<file path="src/rtl/sprite_pkg.sv">
// Shared sizing, pixel type and FSM states for the sprite pixel packer.
package sprite_pkg;
   localparam int PIX_W        = 2;
   localparam int PIX_PER_WORD = 16;
   localparam int WORD_W       = PIX_W * PIX_PER_WORD;
   localparam int IDX_W        = $clog2(PIX_PER_WORD);
   localparam int NPIX_W       = IDX_W + 1;

   typedef logic [PIX_W-1:0] pixel_t;

   localparam pixel_t PIX_TRANSPARENT = 2'b00;

   typedef enum logic {
      FILL,
      FLUSH_PEND
   } state_t;
endpackage

</file>
<file path="src/rtl/sprite_pack_outreg.sv">
// Single-entry holding register for a packed word plus its partial flag and pixel count.
// Reloads in the same cycle it drains; busy while holding a word downstream has not taken.
module sprite_pack_outreg
   import sprite_pkg::*;
(
   input  logic              clk,
   input  logic              reset,
   input  logic              load,
   input  logic [WORD_W-1:0] ld_data,
   input  logic              ld_partial,
   input  logic [NPIX_W-1:0] ld_npix,
   input  logic              out_ready,
   output logic              out_valid,
   output logic [WORD_W-1:0] out_data,
   output logic              out_partial,
   output logic [NPIX_W-1:0] out_npix,
   output logic              drain,
   output logic              busy
);
   assign drain = out_valid & out_ready;
   assign busy  = out_valid & ~out_ready;

   always_ff @(posedge clk or posedge reset) begin
      if (reset) begin
         out_valid   <= 1'b0;
         out_data    <= '0;
         out_partial <= 1'b0;
         out_npix    <= '0;
      end else if (load) begin
         out_valid   <= 1'b1;
         out_data    <= ld_data;
         out_partial <= ld_partial;
         out_npix    <= ld_npix;
      end else if (drain) begin
         out_valid   <= 1'b0;
      end
   end
endmodule

</file>
<file path="src/rtl/sprite_pack.sv">
// Packs 2-bit sprite pixels, first pixel in the low bits, into 32-bit words; 1 cycle from last accept to word_valid.
// pix_ready stalls only when the 16th pixel would find the output register still held, or while a flush waits.
module sprite_pack
   import sprite_pkg::*;
(
   input  logic              clk,
   input  logic              reset,
   input  logic              pix_valid,
   input  logic [PIX_W-1:0]  pix_in,
   output logic              pix_ready,
   input  logic              flush,
   output logic              word_valid,
   output logic [WORD_W-1:0] word_data,
   output logic              word_partial,
   output logic [NPIX_W-1:0] word_npix,
   input  logic              word_ready,
   output logic [15:0]       word_count
);
   localparam logic [IDX_W-1:0]  IDX_LAST = IDX_W'(PIX_PER_WORD - 1);
   localparam logic [WORD_W-1:0] EMPTY    = {PIX_PER_WORD{PIX_TRANSPARENT}};

   state_t             state, state_nxt;
   logic [IDX_W-1:0]   idx, idx_nxt;
   logic [WORD_W-1:0]  acc, acc_nxt, acc_w;
   logic [NPIX_W-1:0]  held;
   logic               accept, last, out_busy, out_drain, load, ld_partial;

   assign last      = (idx == IDX_LAST);
   assign pix_ready = ~reset & (state == FILL) & ~(last & out_busy);
   assign accept    = pix_valid & pix_ready;
   assign held      = {1'b0, idx} + NPIX_W'(accept);

   // Accumulator including this cycle's pixel, so a same-cycle flush captures it.
   always_comb begin
      acc_w = acc;
      if (accept) acc_w[int'(idx)*PIX_W +: PIX_W] = pix_in;
   end

   always_comb begin
      state_nxt  = state;
      idx_nxt    = idx;
      acc_nxt    = acc_w;
      load       = 1'b0;
      ld_partial = 1'b0;
      if (state == FILL) begin
         if (accept && last) begin
            load    = 1'b1;
            idx_nxt = '0;
            acc_nxt = EMPTY;
         end else begin
            if (accept) idx_nxt = idx + 1'b1;
            if (flush && held != '0) begin
               if (!out_busy) begin
                  load       = 1'b1;
                  ld_partial = 1'b1;
                  idx_nxt    = '0;
                  acc_nxt    = EMPTY;
               end else begin
                  state_nxt = FLUSH_PEND;
               end
            end
         end
      end else if (out_drain) begin
         load       = 1'b1;
         ld_partial = 1'b1;
         idx_nxt    = '0;
         acc_nxt    = EMPTY;
         state_nxt  = FILL;
      end
   end

   always_ff @(posedge clk or posedge reset) begin
      if (reset) begin
         state      <= FILL;
         idx        <= '0;
         acc        <= EMPTY;
         word_count <= '0;
      end else begin
         state <= state_nxt;
         idx   <= idx_nxt;
         acc   <= acc_nxt;
         if (out_drain) word_count <= word_count + 16'd1;
      end
   end

   sprite_pack_outreg u_outreg (
      .clk         (clk),
      .reset       (reset),
      .load        (load),
      .ld_data     (acc_w),
      .ld_partial  (ld_partial),
      .ld_npix     (held),
      .out_ready   (word_ready),
      .out_valid   (word_valid),
      .out_data    (word_data),
      .out_partial (word_partial),
      .out_npix    (word_npix),
      .drain       (out_drain),
      .busy        (out_busy)
   );
endmodule
</file>
<file path="config.mk">
export PLATFORM = sky130hd
export DESIGN_NAME = sprite_pack
export DESIGN_NICKNAME = d
export VERILOG_FILES = /design/src/rtl/sprite_pkg.sv /design/src/rtl/sprite_pack_outreg.sv /design/src/rtl/sprite_pack.sv
export SDC_FILE = /design/constraint.sdc
export NUM_CORES = 1
export LEC_CHECK = 0
export BUFFER_PORTS_ARGS = -buffer_cell sky130_fd_sc_hd__buf_2
export CAP_MARGIN = 40
export CELL_PAD_IN_SITES_DETAIL_PLACEMENT = 0
export CELL_PAD_IN_SITES_GLOBAL_PLACEMENT = 2
export CORE_MARGIN = 2
export CORE_UTILIZATION = 36
export DETAILED_ROUTE_END_ITERATION = 6
export PLACE_DENSITY_LB_ADDON = 0.05
export SLEW_MARGIN = 20
export SYNTH_ARGS = -nofsm -noshare
export SYNTH_HDL_FRONTEND = slang
export SYNTH_SLANG_ARGS = --single-unit
</file>
<file path="constraint.sdc">
create_clock -name clk -period 3.2 [get_ports clk]
set_input_delay 0.16 -clock clk [delete_from_list [all_inputs] [get_ports clk]]
set_output_delay 0.16 -clock clk [all_outputs]
set_load 0.05 [all_outputs]
</file>
==> results.md <==
* Int Pwr at 2.82 mW
* Sequential Power Share at 0.309
* Main synth FF type: dfrtp_1
* Filler cell count at 1,070
* Number of remaining DRC errors at 0
* Switching pwr at 2.55 mW
* Core box area at 11,000 um^2
* N_diodes at 0
* DR iter-0 viols at 150
* Place WS at 0.277 ns
* Vias at 2,906
* Post-Syn Area at 4090 um^2
* Initial Util at 0.372
* First-pass GRT wire length at 15.2 mm
* WP data arrival at 3.15 ns
* Root buffer cell: clkbuf_16
* Final WS setup at 0.276 ns
* Post-Syn Nets at 389
* # port buffers at 62
* Grt total ovfl at 0
* Max_cap viols at 0
* Setup TNS Final at 0 ns
* Vias per inst at 4.95
* WL final at 9.02 mm
* Die width at 111 um
* Post-Syn Instances at 376
* Hold_sp: word_ready
* Least-Margin Pin Slew at 0.678 ns
* Share of cells above drive strength 1 at 0.248
* Router iterations before antenna repair at 6
* Vias in the first global route at 2,872
* Final Hold Viols at 0
* Peak Freq at 342 MHz
* TritonCTS clock tree: done
* CP Capture Type: flop
* Clock buffer depth at 2
* All-Layer GR Usage at 0.156
* P_leak at 2.42 nW
* Yosys warnings at 0
* Row count at 38
* Synth-to-layout area growth at 20.3%
* I/O pins at 63
* Required @ worst endpoint at 3.43 ns
* Antenna violations before repair at 0
* Fin crit period at 2.92 ns
* Pin count of the biggest net entering global routing at 49
* Register area share after synthesis at 0.563
* WS Path Type: in2reg
* Fin area at 4920 um^2
* Clock Skew at 0.00680 ns
* Slew headroom at 0.547
* Post-synth EDFFs at 0
* Final Power at 5.37 mW
* Unique cell type count in the Yosys netlist at 44
* Clk_lat worst skew at 0.35 ns
* Final setup viols at 0
* TritonCTS Buffers at 9
* CP Max Fanout at 46
* Yosys reg bits at 92
* Crit path launch: reset
* Switching part of the total power at 0.476
* Die area at 12,200 um^2
* Status: finished clean
* Final ANT Viol Nets at 0
* FF-to-FF Start: idx[1]
* Slew Limit Fails at 0
* Most frequent cells in the layout: dfrtp_1, nor2_1, buf_2
* CP Launch Type: input port
* Clk slew on worst S/H paths at 0.07 ns
* Post-DP HPWL at 6.17 mm
* Power density over the cells at 1090 nW/um^2
* Commonest non-fill, non-tap cell in the layout: dfrtp_1
* Clock share of power at 0.198
* Combinational share of power at 0.492
* Unrepaired setup endpoints after global routing: no
* Syn_area_per_cell at 10.9 um^2
* Chip Height at 111 um
* Nets@finish at 455
* Max VDD drop at 446 uV
* Clk sink count at 92
* FFs w/ async S/R, synth at 1.00
* DP Area at 4610 um^2
* Worst Hold Class: in2reg
* Placer Congestion at 0.808
* Drt wl/cell at 15.4 um
* H-tree depth at 3
* Tcrit/Tclk final at 0.914
[area by class of cell]
cell class / instances / area [um^2] / area share
clock buffer: 10 / 229 / 0.0466
sequential: 92 / 2300 / 0.468
inverter: 7 / 27.5 / 0.00560
clock inverter: 6 / 63.8 / 0.0130
multi-input combinational: 257 / 1660 / 0.338
timing repair buffer: 75 / 460 / 0.0936
tap: 140 / 175 / 0.0356
[kinds of logic (layout without fill, tap and decap cells)]
family,count (synthesis),in the layout,synth area share
compound gates,51,51,0.0756
xor+xnor,19,19,0.0407
fa+ha+maj,6,6,0.0184
buf+inv,27,98,0.0321
flops,92,92,0.563
mux,36,36,0.0891
simple gates,145,145,0.181
[critical path, stage by stage]
cell	delay, ns
dlygate4sd3_1	0.53
buf_2	0.15
nor3b_2	0.29
o21a_1	0.25
ha_1	0.19
ha_1	0.25
nor3_1	0.20
a31oi_1	0.20
o31a_2	0.52
buf_12	0.23
nor2_1	0.11
a21oi_1	0.05
[power by group through the flow]
stage	clock (mW)	combinational, mW	sequential, mW
after floorplan	0	1.09	2.64
after global placement	0	2.64	1.68
after detailed placement	0	2.66	1.69
after CTS	1.10	2.66	1.67
after global routing	1.16	2.86	1.71
final	1.06	2.64	1.66
[Yosys cell counts, types with 2 or more instances]
master | number | area, um^2
nand4_1 | 3 | 18.8
mux2i_1 | 33 | 330
inv_1 | 7 | 26.3
nand3b_1 | 4 | 30.0
a31oi_1 | 2 | 12.5
nor3_2 | 6 | 60.1
xnor2_1 | 13 | 114
and4_1 | 3 | 26.3
nand2b_1 | 3 | 18.8
nand3_1 | 17 | 85.1
nor2_1 | 76 | 285
o21a_1 | 2 | 15.0
mux2_2 | 3 | 33.8
nor3_1 | 7 | 35.0
nand2_1 | 9 | 33.8
a32o_1 | 2 | 20.0
xor2_1 | 6 | 52.6
a21oi_1 | 36 | 180
clkbuf_1 | 3 | 11.3
buf_2 | 15 | 75.1
or2_2 | 2 | 12.5
dfrtp_1 | 92 | 2300
ha_1 | 6 | 75.1
nor3b_1 | 6 | 45.0
[flip-flops by register name (all words and copies together) (netlist names)]
name                  count
word_count               16
acc                      32
state                     1
idx                       4
u_outreg.out_valid        1
u_outreg.out_npix         5
u_outreg.out_data        32
u_outreg.out_partial      1
[final timing paths]
path,endpoint,slack [ns],cells past startpoint
setup reg to reg,u_outreg.out_data[27],0.32,11
hold / removal,state,0.1,2
hold reg to reg,word_count[15],0.49,1
min in group asynchronous,state,0.41,3
setup / recovery,u_outreg.out_data[27],0.28,12
max in group asynchronous,acc[20],2.00,5
[metal layers]
layer | routed length [um] | GRT usage
met5 | 0 | 0
met4 | 136 | 0.0625
met3 | 325 | 0.0379
met2 | 4130 | 0.229
met1 | 4430 | 0.222
[metrics by stage]
stage | hold WS, ns | util | cells
floorplan | 0.246 | - | 376
global placement | 0.432 | 0.418 | 569
detailed placement | 0.237 | 0.420 | 570
CTS | 0.0917 | 0.447 | 587
global route | 0.114 | 0.448 | 587
finish | 0.0983 | 0.448 | 587
[repair_timing]
action	in CTS	in global routing
setup buffers	0	0
hold buffers	1	0
endpoints found under the setup margin	0	31
gates resized for setup	0	1
endpoints found under the hold margin	26	0
(Power assumes the default switching activity.)
